`src/rtl/ds_controller.sv`:
```
// ds_controller -- data-store controller between four cores and a 64-bit-row
// data memory. It accepts up to four 16-bit store requests per transaction.
// Requests that hit the same row form one group, and each group is committed
// as a single row write.
//
// Build option: `define DS_WMASK_EN selects masked writes, which take one cycle
// per group with no read. The default build does read-modify-write, which takes
// RD_LAT+2 cycles per group.
//
// Ports:
//   clk, reset            clock; synchronous active-high reset
//   MW1..MW4              store request per core (level, held until DONE)
//   MADDR1..MADDR4        16-bit word address per core
//   DIN1..DIN4            16-bit store data per core
//   data_in               64-bit row read data (RD_LAT cycles after MEMREAD)
//   MEMREAD/MEMWRITE      row read / write strobes
//   MEMADDR               row address {2'b0, addr[15:2]}
//   MEMDATA, MEMWMASK     row write data and lane enables (lane k -> bit 3-k)
//   BUSY                  high in every state except IDLE
//   DONE                  pulses with the last row write of a transaction
module ds_controller #(
  parameter int RD_LAT = 1
) (
  input  logic        clk,
  input  logic        reset,
  input  logic        MW1,
  input  logic        MW2,
  input  logic        MW3,
  input  logic        MW4,
  input  logic [15:0] MADDR1,
  input  logic [15:0] MADDR2,
  input  logic [15:0] MADDR3,
  input  logic [15:0] MADDR4,
  input  logic [15:0] DIN1,
  input  logic [15:0] DIN2,
  input  logic [15:0] DIN3,
  input  logic [15:0] DIN4,
  input  logic [63:0] data_in,
  output logic        MEMREAD,
  output logic        MEMWRITE,
  output logic [15:0] MEMADDR,
  output logic [63:0] MEMDATA,
  output logic [3:0]  MEMWMASK,
  output logic        BUSY,
  output logic        DONE
);

  typedef enum logic [2:0] {S_IDLE, S_READ, S_WAIT, S_WRITE, S_REL} state_t;

  state_t            r_state, w_next;
  logic [3:0]        r_pend;
  logic [3:0][15:0]  r_addr, r_din;
  logic [3:0]        w_mw, w_grp;
  logic [13:0]       w_row;
  logic [63:0]       w_wdata;
  logic [3:0]        w_wmask;

`ifndef DS_WMASK_EN
  localparam logic [2:0] WAIT_LAST = 3'(RD_LAT - 1);
  logic [63:0] r_rowbuf;
  logic [2:0]  r_wcnt;
`else
  logic w_unused;
  assign w_unused = (^data_in) ^ (RD_LAT == 0);
`endif

  assign w_mw = {MW4, MW3, MW2, MW1};

  // Leader is the lowest-index pending core. The descending scan leaves the
  // lowest index's row in w_row.
  always_comb begin
    w_row = '0;
    w_grp = '0;
    for (int i = 3; i >= 0; i--)
      if (r_pend[i]) w_row = r_addr[i][15:2];
    for (int i = 0; i < 4; i++)
      w_grp[i] = r_pend[i] && (r_addr[i][15:2] == w_row);
  end

  // Lane merge. Ascending core order lets the highest-index core overwrite a
  // shared word.
  always_comb begin
`ifdef DS_WMASK_EN
    w_wdata = '0;
`else
    w_wdata = r_rowbuf;
`endif
    w_wmask = '0;
    for (int i = 0; i < 4; i++) begin
      if (w_grp[i]) begin
        case (r_addr[i][1:0])
          2'd0: begin w_wdata[63:48] = r_din[i]; w_wmask[3] = 1'b1; end
          2'd1: begin w_wdata[47:32] = r_din[i]; w_wmask[2] = 1'b1; end
          2'd2: begin w_wdata[31:16] = r_din[i]; w_wmask[1] = 1'b1; end
          default: begin w_wdata[15:0] = r_din[i]; w_wmask[0] = 1'b1; end
        endcase
      end
    end
  end

  always_ff @(posedge clk) begin
    if (reset) r_state <= S_IDLE;
    else       r_state <= w_next;
  end

  always_comb begin
    w_next   = r_state;
    MEMREAD  = 1'b0;
    MEMWRITE = 1'b0;
    MEMADDR  = '0;
    MEMDATA  = '0;
    MEMWMASK = '0;
    DONE     = 1'b0;
    BUSY     = (r_state != S_IDLE);
    case (r_state)
      S_IDLE: begin
        if (|w_mw) begin
`ifdef DS_WMASK_EN
          w_next = S_WRITE;
`else
          w_next = S_READ;
`endif
        end
      end
`ifndef DS_WMASK_EN
      S_READ: begin
        MEMREAD = 1'b1;
        MEMADDR = {2'b00, w_row};
        w_next  = S_WAIT;
      end
      S_WAIT: begin
        if (r_wcnt == WAIT_LAST) w_next = S_WRITE;
      end
`endif
      S_WRITE: begin
        MEMWRITE = 1'b1;
        MEMADDR  = {2'b00, w_row};
        MEMDATA  = w_wdata;
`ifdef DS_WMASK_EN
        MEMWMASK = w_wmask;
        w_next   = S_WRITE;
`else
        MEMWMASK = 4'b1111;
        w_next   = S_READ;
`endif
        if ((r_pend & ~w_grp) == 4'b0000) begin
          DONE   = 1'b1;
          w_next = S_REL;
        end
      end
      S_REL: begin
        if (!(|w_mw)) w_next = S_IDLE;
      end
      default: w_next = S_IDLE;
    endcase
    // Outputs are decoded from the current state. Masking them with reset keeps
    // the strobes quiet in the same cycle that reset is sampled.
    if (reset) begin
      MEMREAD  = 1'b0;
      MEMWRITE = 1'b0;
      MEMADDR  = '0;
      MEMDATA  = '0;
      MEMWMASK = '0;
      DONE     = 1'b0;
      BUSY     = 1'b0;
    end
  end

  always_ff @(posedge clk) begin
    if (reset) begin
      r_pend   <= '0;
      r_addr   <= '0;
      r_din    <= '0;
`ifndef DS_WMASK_EN
      r_rowbuf <= '0;
      r_wcnt   <= '0;
`endif
    end else begin
      if (r_state == S_IDLE && (|w_mw)) begin
        r_pend <= w_mw;
        r_addr <= {MADDR4, MADDR3, MADDR2, MADDR1};
        r_din  <= {DIN4, DIN3, DIN2, DIN1};
      end
      if (r_state == S_WRITE) r_pend <= r_pend & ~w_grp;
`ifndef DS_WMASK_EN
      if (r_state == S_WAIT) r_wcnt <= r_wcnt + 3'd1;
      else                   r_wcnt <= '0;
      if (r_state == S_WAIT && r_wcnt == WAIT_LAST) r_rowbuf <= data_in;
`endif
    end
  end

endmodule

```
`config.mk`:
```
export PLATFORM = sky130hd
export DESIGN_NAME = ds_controller
export DESIGN_NICKNAME = d
export VERILOG_FILES = /design/src/rtl/ds_controller.sv
export SDC_FILE = /design/constraint.sdc
export NUM_CORES = 1
export LEC_CHECK = 0
export BUFFER_PORTS_ARGS = -buffer_cell sky130_fd_sc_hd__buf_2
export CAP_MARGIN = 10
export CORE_MARGIN = 2
export CORE_UTILIZATION = 40
export DETAILED_ROUTE_END_ITERATION = 8
export SETUP_SLACK_MARGIN = 0.02
export SLEW_MARGIN = 20
export SYNTH_ARGS = -nofsm -noshare
export SYNTH_HDL_FRONTEND = slang
export SYNTH_SLANG_ARGS = --single-unit
export TNS_END_PERCENT = 100
```
`constraint.sdc`:
```
create_clock -name clk -period 3.5 [get_ports clk]
set_input_delay 0.7 -clock clk [delete_from_list [all_inputs] [get_ports clk]]
set_output_delay 0.7 -clock clk [all_outputs]
set_load 0.01 [all_outputs]
```
==> impl_results.md, run 1 <==
* Kind of critical path: flop to output pin
* Initial Utilization at 40.4%
* Cell count after synthesis at 1,498
* Most common cell on crit path: buf_12
* Drt initial violations at 1,349
* Hold Path Class: primary input to flop
* Asr flop ratio synth at 0%
* Tmin final at 4290 ps
* Worst path max stage delay at 460 ps
* Vias at 12.9k
* CP arrival at 3590 ps
* VDD IR-drop max at 0.562 mV
* Overall routing resource usage at 29.9%
* Final-report hold violation count at 0
* Total core area at 29,500 sq um
* Buffers & Inverters on Critical Path at 7
* Number of buffers added on ports at 283
* FF-to-FF path depth at 21
* Crit share post-route at 123%
* Final core occ at 59.4%
* Clock skew at 12.8 ps
* Warnings from Yosys at 0
* Fill count at 2,599
* Die Ht at 176 microns
* H-tree levels at 1
* Leakage at 7.12 nW
* Type of origin of the critical path: flop
* CTS clk-pin slew, worst paths at 60 ps
* Post-layout power at 12.8 mW
* Global-route wire length before repair at 72,000 microns
* Placement Cell Area at 14,400 sq um
* Hold_buf cts at 0
* Req. time, crit path at 2800 ps
* Area delta synth->final at 47.0%
* Vias per cell at 5.63
* Clock root cell: clkbuf_16
* Routability-driven placement congestion ratio at 0.977
* Final setup fails at 65
* Die area at 31,100 sq um
* Crit-path cells: buf_6, buf_12, nor3b_4, buf_4, or3_4, a21oi_2, nand4_1, nor3_4, buf_12, buf_12, nand3_4, buf_6, or3b_2, o221ai_2, buf_2
* Largest net degree at the start of global routing at 103
* CP Capture Type: output pin
* Nets at 2,075
* Crit-path slowest cell: or3b_2
* Pwr Density at 730 nW/um^2
* Distinct cells, synth at 70
* Fin area at 17,500 sq um
* Initial antenna violation count at 1
* Fmax at 233 MHz
* Register area share after synthesis at 34.0%
* Hold depth at 3
* MaxCap Viol Count at 0
* Multi-input gate area at 8360 sq um
* Io pins at 286
* DR pass1 iterations at 6
* Final WS setup at -791 ps
* Grt ovf at 0
* DRT antenna net count at 0
* Max clock buf depth at 3
* Area leader, netlist: dfxtp_1
* Vias in the first global route at 12.0k
* Slew headroom at 26.7%
* WP depth at 15
* Worst Path Max Fanout at 8
* RSZ-0062 raised after global routing: true
* CTS buffer count at 23
* Syn Area/Cell at 7.94 sq um
* Outcome: complete, but fails checks
* CTS tree: built
* Failing checks: negative setup slack
* Die Width at 176 microns
* Wirelength per Cell at 21.7 microns
* DR DRC count at 0
* Total detailed-routing wirelength at 49,600 microns
* CP top delay family: simple AND/OR/NAND/NOR gates
* Share of layout cells above drive strength 1 at 42.0%
* Fin. max-slew vios at 0
* Primary FF master, synth: dfxtp_1
* #FFs+latches synth at 202
* Skew-Pair Late Insertion Delay at 530 ps
* Synth area leaders: dfxtp_1 34%, nand2_1 14%, a21oi_1 8.3%, mux2_2 8.2%, mux2i_1 5.8%
* Top cell type's share of synthesized area at 34.0%
* Reg area at 4050 sq um
* DP Wirelength at 34,500 microns
* Slew @ Worst Pin at 1100 ps
* FP Rows at 63
* Min Hold Slack at 410 ps
* Clock sink count at 202
* Mapped cell area at 11,900 sq um
* Number of synthesized flops with an enable pin at 0
==> per-stage QoR <==
step | setup WS (ps) | instances | TNS, ps
after global placement | -350 | 2168 | -14390
after CTS | -771 | 2266 | -42150
after global routing | -875 | 2283 | -51370
after floorplan | 152 | 1499 | 0
final | -791 | 2283 | -44440
after detailed placement | -427 | 2168 | -17410
==> per-layer routing <==
metal / routed length, microns / vias to the layer above / track usage (%)
met5: 0 / - / 0
li1: - / 6022 / -
met1: 22400 / 6080 / 43.9
met3: 4010 / 113 / 5.45
met4: 1870 / 0 / 10.9
met2: 21300 / 640 / 43.5
==> sequential cells by signal, summed over array words and instances (netlist names) <==
| register | count |
|---|---|
| r_addr | 64 |
| r_din | 64 |
| r_pend | 4 |
| r_rowbuf | 64 |
| r_state | 3 |
| r_wcnt | 3 |
==> area by class of cell <==
class	count	share of cell area, %
multi-input combinational	1159	47.8
tap	390	2.79
timing repair buffer	477	21.2
sequential	202	23.2
clock inverter	13	1.12
clock buffer	29	3.70
antenna	1	0.0143
inverter	12	0.257
==> cell families (layout without fill, tap and decap cells) <==
logic type | Yosys count | after routing | synth area share [%]
AOI/OAI and AO/OA | 332 | 332 | 17.0
muxes | 181 | 181 | 16.4
DFF | 202 | 202 | 34.0
and+or+nand+nor | 612 | 613 | 24.6
buffers and inverters | 139 | 531 | 5.70
other | 1 | 3 | 0.0315
xor gates and xnor gates | 29 | 29 | 2.13
adders and majority gates | 2 | 2 | 0.210
==> tightest hold or removal path, stage by stage <==
cell     delay, ps
buf_2           90
nand2_1         40
a21oi_1         50
==> report_power, final <==
part           leakage, nW  internal, mW  switching, mW  total, mW
clock                0.408          1.62           1.03       2.66
sequential            1.66          2.95          0.774       3.73
combinational         5.06          2.75           3.65       6.40
==> placed cells by master, fill, tap and decap left out, types with 6 or more instances in the layout <==
master     count
dfxtp_1      198
nand2_1      425
xnor2_1       18
o21ai_4       17
o221ai_2      15
nor2_1        11
a31oi_1        8
o21ai_2       16
nor3b_1        9
nand3b_1      18
a21o_1         6
mux2i_4       29
o21ai_1       13
mux2_2        85
clkbuf_16     26
buf_12        27
nor2b_1       20
a21oi_1      196
buf_4        130
or3b_2         6
mux2i_2       11
nand4_1       53
xor2_1         7
inv_1         12
buf_2        258
buf_6         47
o211ai_1       6
mux2_4        18
nor2b_4        6
mux2_1         9
mux2i_1       29
a311oi_2       7
buf_16         9
==> cells in the mapped netlist, drive strengths merged (6+ instances only) <==
| cell | number |
|---|---|
| nand2 | 430 |
| dfxtp | 202 |
| a21oi | 197 |
| mux2 | 112 |
| clkbuf | 87 |
| mux2i | 69 |
| nand4 | 55 |
| o21ai | 49 |
| buf | 40 |
| nor2b | 28 |
| xnor2 | 22 |
| nand3b | 18 |
| nor2 | 16 |
| o221ai | 16 |
| or3b | 16 |
| nor3b | 15 |
| a311oi | 14 |
| inv | 12 |
| a31oi | 9 |
| nand3 | 7 |
| nor3 | 7 |
| o211ai | 7 |
| xor2 | 7 |
| a21o | 6 |
| a22oi | 6 |
==> worst paths after layout <==
check,from,slack (ps),to
min,MADDR1[7],410,r_addr[7]
min reg2reg,r_wcnt[0],450,r_wcnt[0]
max reg2reg,r_pend[0],150,r_state[2]
max,r_pend[1],-790,MEMDATA[61]
==> repair_timing <==
item	in CTS	in global routing
pin swaps	21	38
gates cloned	13	2
endpoints found under the setup margin	65	67
gates resized for setup	223	108
buffers inserted	43	19
(Power assumes the default switching activity.)
==> run 2, diff against run 1 <==
- CORE_MARGIN: 2 -> 3
- TNS_END_PERCENT: 100 -> 5
==> impl_results.md, run 2 (synthesis results as in run 1) <==
* Met1 Use GR at 41.9% (was 43.9%)
* Vias at 12.4k (was 12.9k)
* Vias per cell at 5.55 (was 5.63)
* Diode count at 0 (was 1)
* Clock root cell: clkbuf_16 (unchanged)
* RSZ-0062 raised after global routing: true (unchanged)
* Leakage at 6.71 nW (was 7.12 nW)
* Global-route wire length before repair at 67,800 microns (was 72,000 microns)
* Nets at 2,032 (was 2,075)
* Grt met3 use at 3.15% (was 5.45%)
* Initial antenna violation count at 0 (was 1)
* DRT antenna net count at 0 (unchanged)
* Final-report hold violation count at 0 (unchanged)
* FP Rows at 62 (was 63)
* Placement Cell Area at 14,400 sq um (about the same)
* Hold Path Class: primary input to flop (unchanged)
* Final WS setup at -733 ps (was -791 ps)
* CTS tree: built (unchanged)
* Die area at 31,900 sq um (was 31,100 sq um)
* Routing usage on met2 at 40.3% (was 43.5%)
* Pre-CTS setup slack at -461 ps (was -427 ps)
* Share of layout cells above drive strength 1 at 38.7% (was 42.0%)
* Total detailed-routing wirelength at 46,600 microns (was 49,600 microns)
* Slew headroom at 47.0% (was 26.7%)
* DR DRC count at 0 (unchanged)
* Worst Path Max Fanout at 18 (was 8)
* Largest regs: r_addr x64, r_din x64, r_rowbuf x64 (unchanged)
* Most frequent cells in the layout: 426 x nand2_1, 278 x buf_2, 198 x dfxtp_1 (was 425 x nand2_1, 258 x buf_2, 198 x dfxtp_1)
* Switching power at 5.23 mW (was 5.46 mW)
* CP Capture Type: output pin (unchanged)
* CTS clk-pin slew, worst paths at 60 ps (about the same)
* Die Ht at 178 microns (was 176 microns)
* Switching fraction of total power at 43.0% (was 42.7%)
* CP arrival at 3530 ps (was 3590 ps)
* Final setup fails at 65 (unchanged)
* DP Wirelength at 34,600 microns (was 34,500 microns)
* Area delta synth->final at 36.7% (was 47.0%)
* Initial Utilization at 41.0% (was 40.4%)
* Vias in the first global route at 11.3k (was 12.0k)
* Crit path from: r_pend[2] (was r_pend[1])
* CTS buffer count at 24 (was 23)
* MaxCap Viol Count at 0 (unchanged)
* Power share of the clock group at 20.6% (was 20.8%)
* Gr busiest metal: met1 (unchanged)
* Worst r2r src: r_pend[2] (was r_pend[0])
* Fin. max-slew vios at 0 (unchanged)
* Seq pwr share at 30.3% (was 29.1%)
* Tmin final at 4230 ps (was 4290 ps)
* Hold Startpoint: MADDR2[14] (was MADDR1[7])
* Die Width at 178 microns (was 176 microns)
* Outcome: complete, but fails checks (unchanged)
* Setup TNS Final at -41,800 ps (was -44,440 ps)
* Skew-Pair Late Insertion Delay at 540 ps (was 530 ps)
* Fill count at 2,727 (was 2,599)
* Slew @ Worst Pin at 795 ps (was 1100 ps)
* Failing checks: negative setup slack (unchanged)
* Wirelength per Cell at 20.9 microns (was 21.7 microns)
* Number of buffers added on ports at 283 (unchanged)
* DR pass1 iterations at 7 (was 6)
* Largest net degree at the start of global routing at 108 (was 103)
* Pwr Density at 748 nW/um^2 (was 730 nW/um^2)
* Fmax at 236 MHz (was 233 MHz)
* Fin area at 16,300 sq um (was 17,500 sq um)
* Clock sink count at 202 (unchanged)
* Crit share post-route at 121% (was 123%)
* Req. time, crit path at 2800 ps (about the same)
* Grt ovf at 0 (unchanged)
* Most common cell after layout, fill and taps aside: nand2_1 (unchanged)
* Internal power at 6.94 mW (was 7.32 mW)
* Overall routing resource usage at 27.7% (was 29.9%)
* Combinational Power Share at 49.1% (was 50.1%)
* Total core area at 29,000 sq um (was 29,500 sq um)
* Drt initial violations at 1,212 (was 1,349)
* Kind of critical path: flop to output pin (unchanged)
* Io pins at 286 (unchanged)
* Type of origin of the critical path: flop (unchanged)
* H-tree levels at 1 (unchanged)
* Final core occ at 56.1% (was 59.4%)
* Min Hold Slack at 402 ps (was 410 ps)
* Routability-driven placement congestion ratio at 0.947 (was 0.977)
* Clock skew at 14.0 ps (was 12.8 ps)
* VDD IR-drop max at 0.654 mV (was 0.562 mV)
* Max clock buf depth at 3 (unchanged)
==> run 2: cell types whose count changed in the layout (fill, tap and decap cells not counted), moves of 7 or more <==
cell | before | now
buf_4 | 130 | 112
mux2i_1 | 29 | 47
mux2i_4 | 29 | 15
buf_6 | 47 | 20
o21ai_4 | 17 | 0
o21ai_2 | 16 | 30
buf_12 | 27 | 20
buf_2 | 258 | 278
mux2_4 | 18 | 7
==> run 2: worst paths after layout <==
kind             endpoint  slack, ps  cells past startpoint
min            r_addr[30]        400                      3
min reg2reg  r_rowbuf[55]        450                      2
max reg2reg     r_pend[2]        730                     13
max           MEMDATA[49]       -730                     14
==> run 2: per-stage QoR <==
step	cells	power, mW
2_1_floorplan	1499	6.79
4_1_cts	2216	11.9
3_3_place_gp	2169	8.94
6_report	2230	12.2
3_5_place_dp	2169	9.00
5_1_grt	2230	12.8
==> run 2: timing repair <==
item | CTS | global route
resized for setup | 142 | 39
buffers inserted | 4 | 13
pin swaps | 24 | 20
setup endpoints to repair | 65 | 65
hold buffers | 0 | 0
cloned | 3 | 0
==> run 2: critical path: stages, from the launching register on <==
cell	delay, ps
dfxtp_4	360
buf_12	150
nand3b_1	180
a32oi_1	260
a2bb2oi_1	120
nor4_1	320
buf_4	180
nand3_4	80
buf_6	150
nor4b_4	220
buf_6	170
buf_12	180
mux2i_4	320
o221ai_2	130
buf_2	150
==> run 2: layout make-up <==
cell class,instances,area [sq um],share of cell area [%]
clock buffers,33,704,4.33
clock inverters,7,78.8,0.484
inverters,12,45.0,0.277
multi-input cells,1158,7940,48.8
flip-flops and latches,202,4060,24.9
well taps,384,480,2.95
repair buffers,434,2970,18.3
==> run 2: layer usage <==
layer | vias to the layer above | share of wire, %
met3 | 74 | 7.7
met1 | 5857 | 46
li1 | 5924 | -
met2 | 517 | 43
met5 | - | 0
met4 | 0 | 3.5
==> run 2: power groups by stage <==
| stage | Sequential (mW) | Combinational [mW] | Clock [mW] |
|---|---|---|---|
| global placement | 3.63 | 5.31 | 0 |
| floorplan | 3.38 | 3.41 | 0 |
| finish | 3.69 | 5.98 | 2.50 |
| CTS | 3.64 | 5.71 | 2.53 |
| global route | 3.75 | 6.47 | 2.62 |
| detailed placement | 3.64 | 5.36 | 0 |
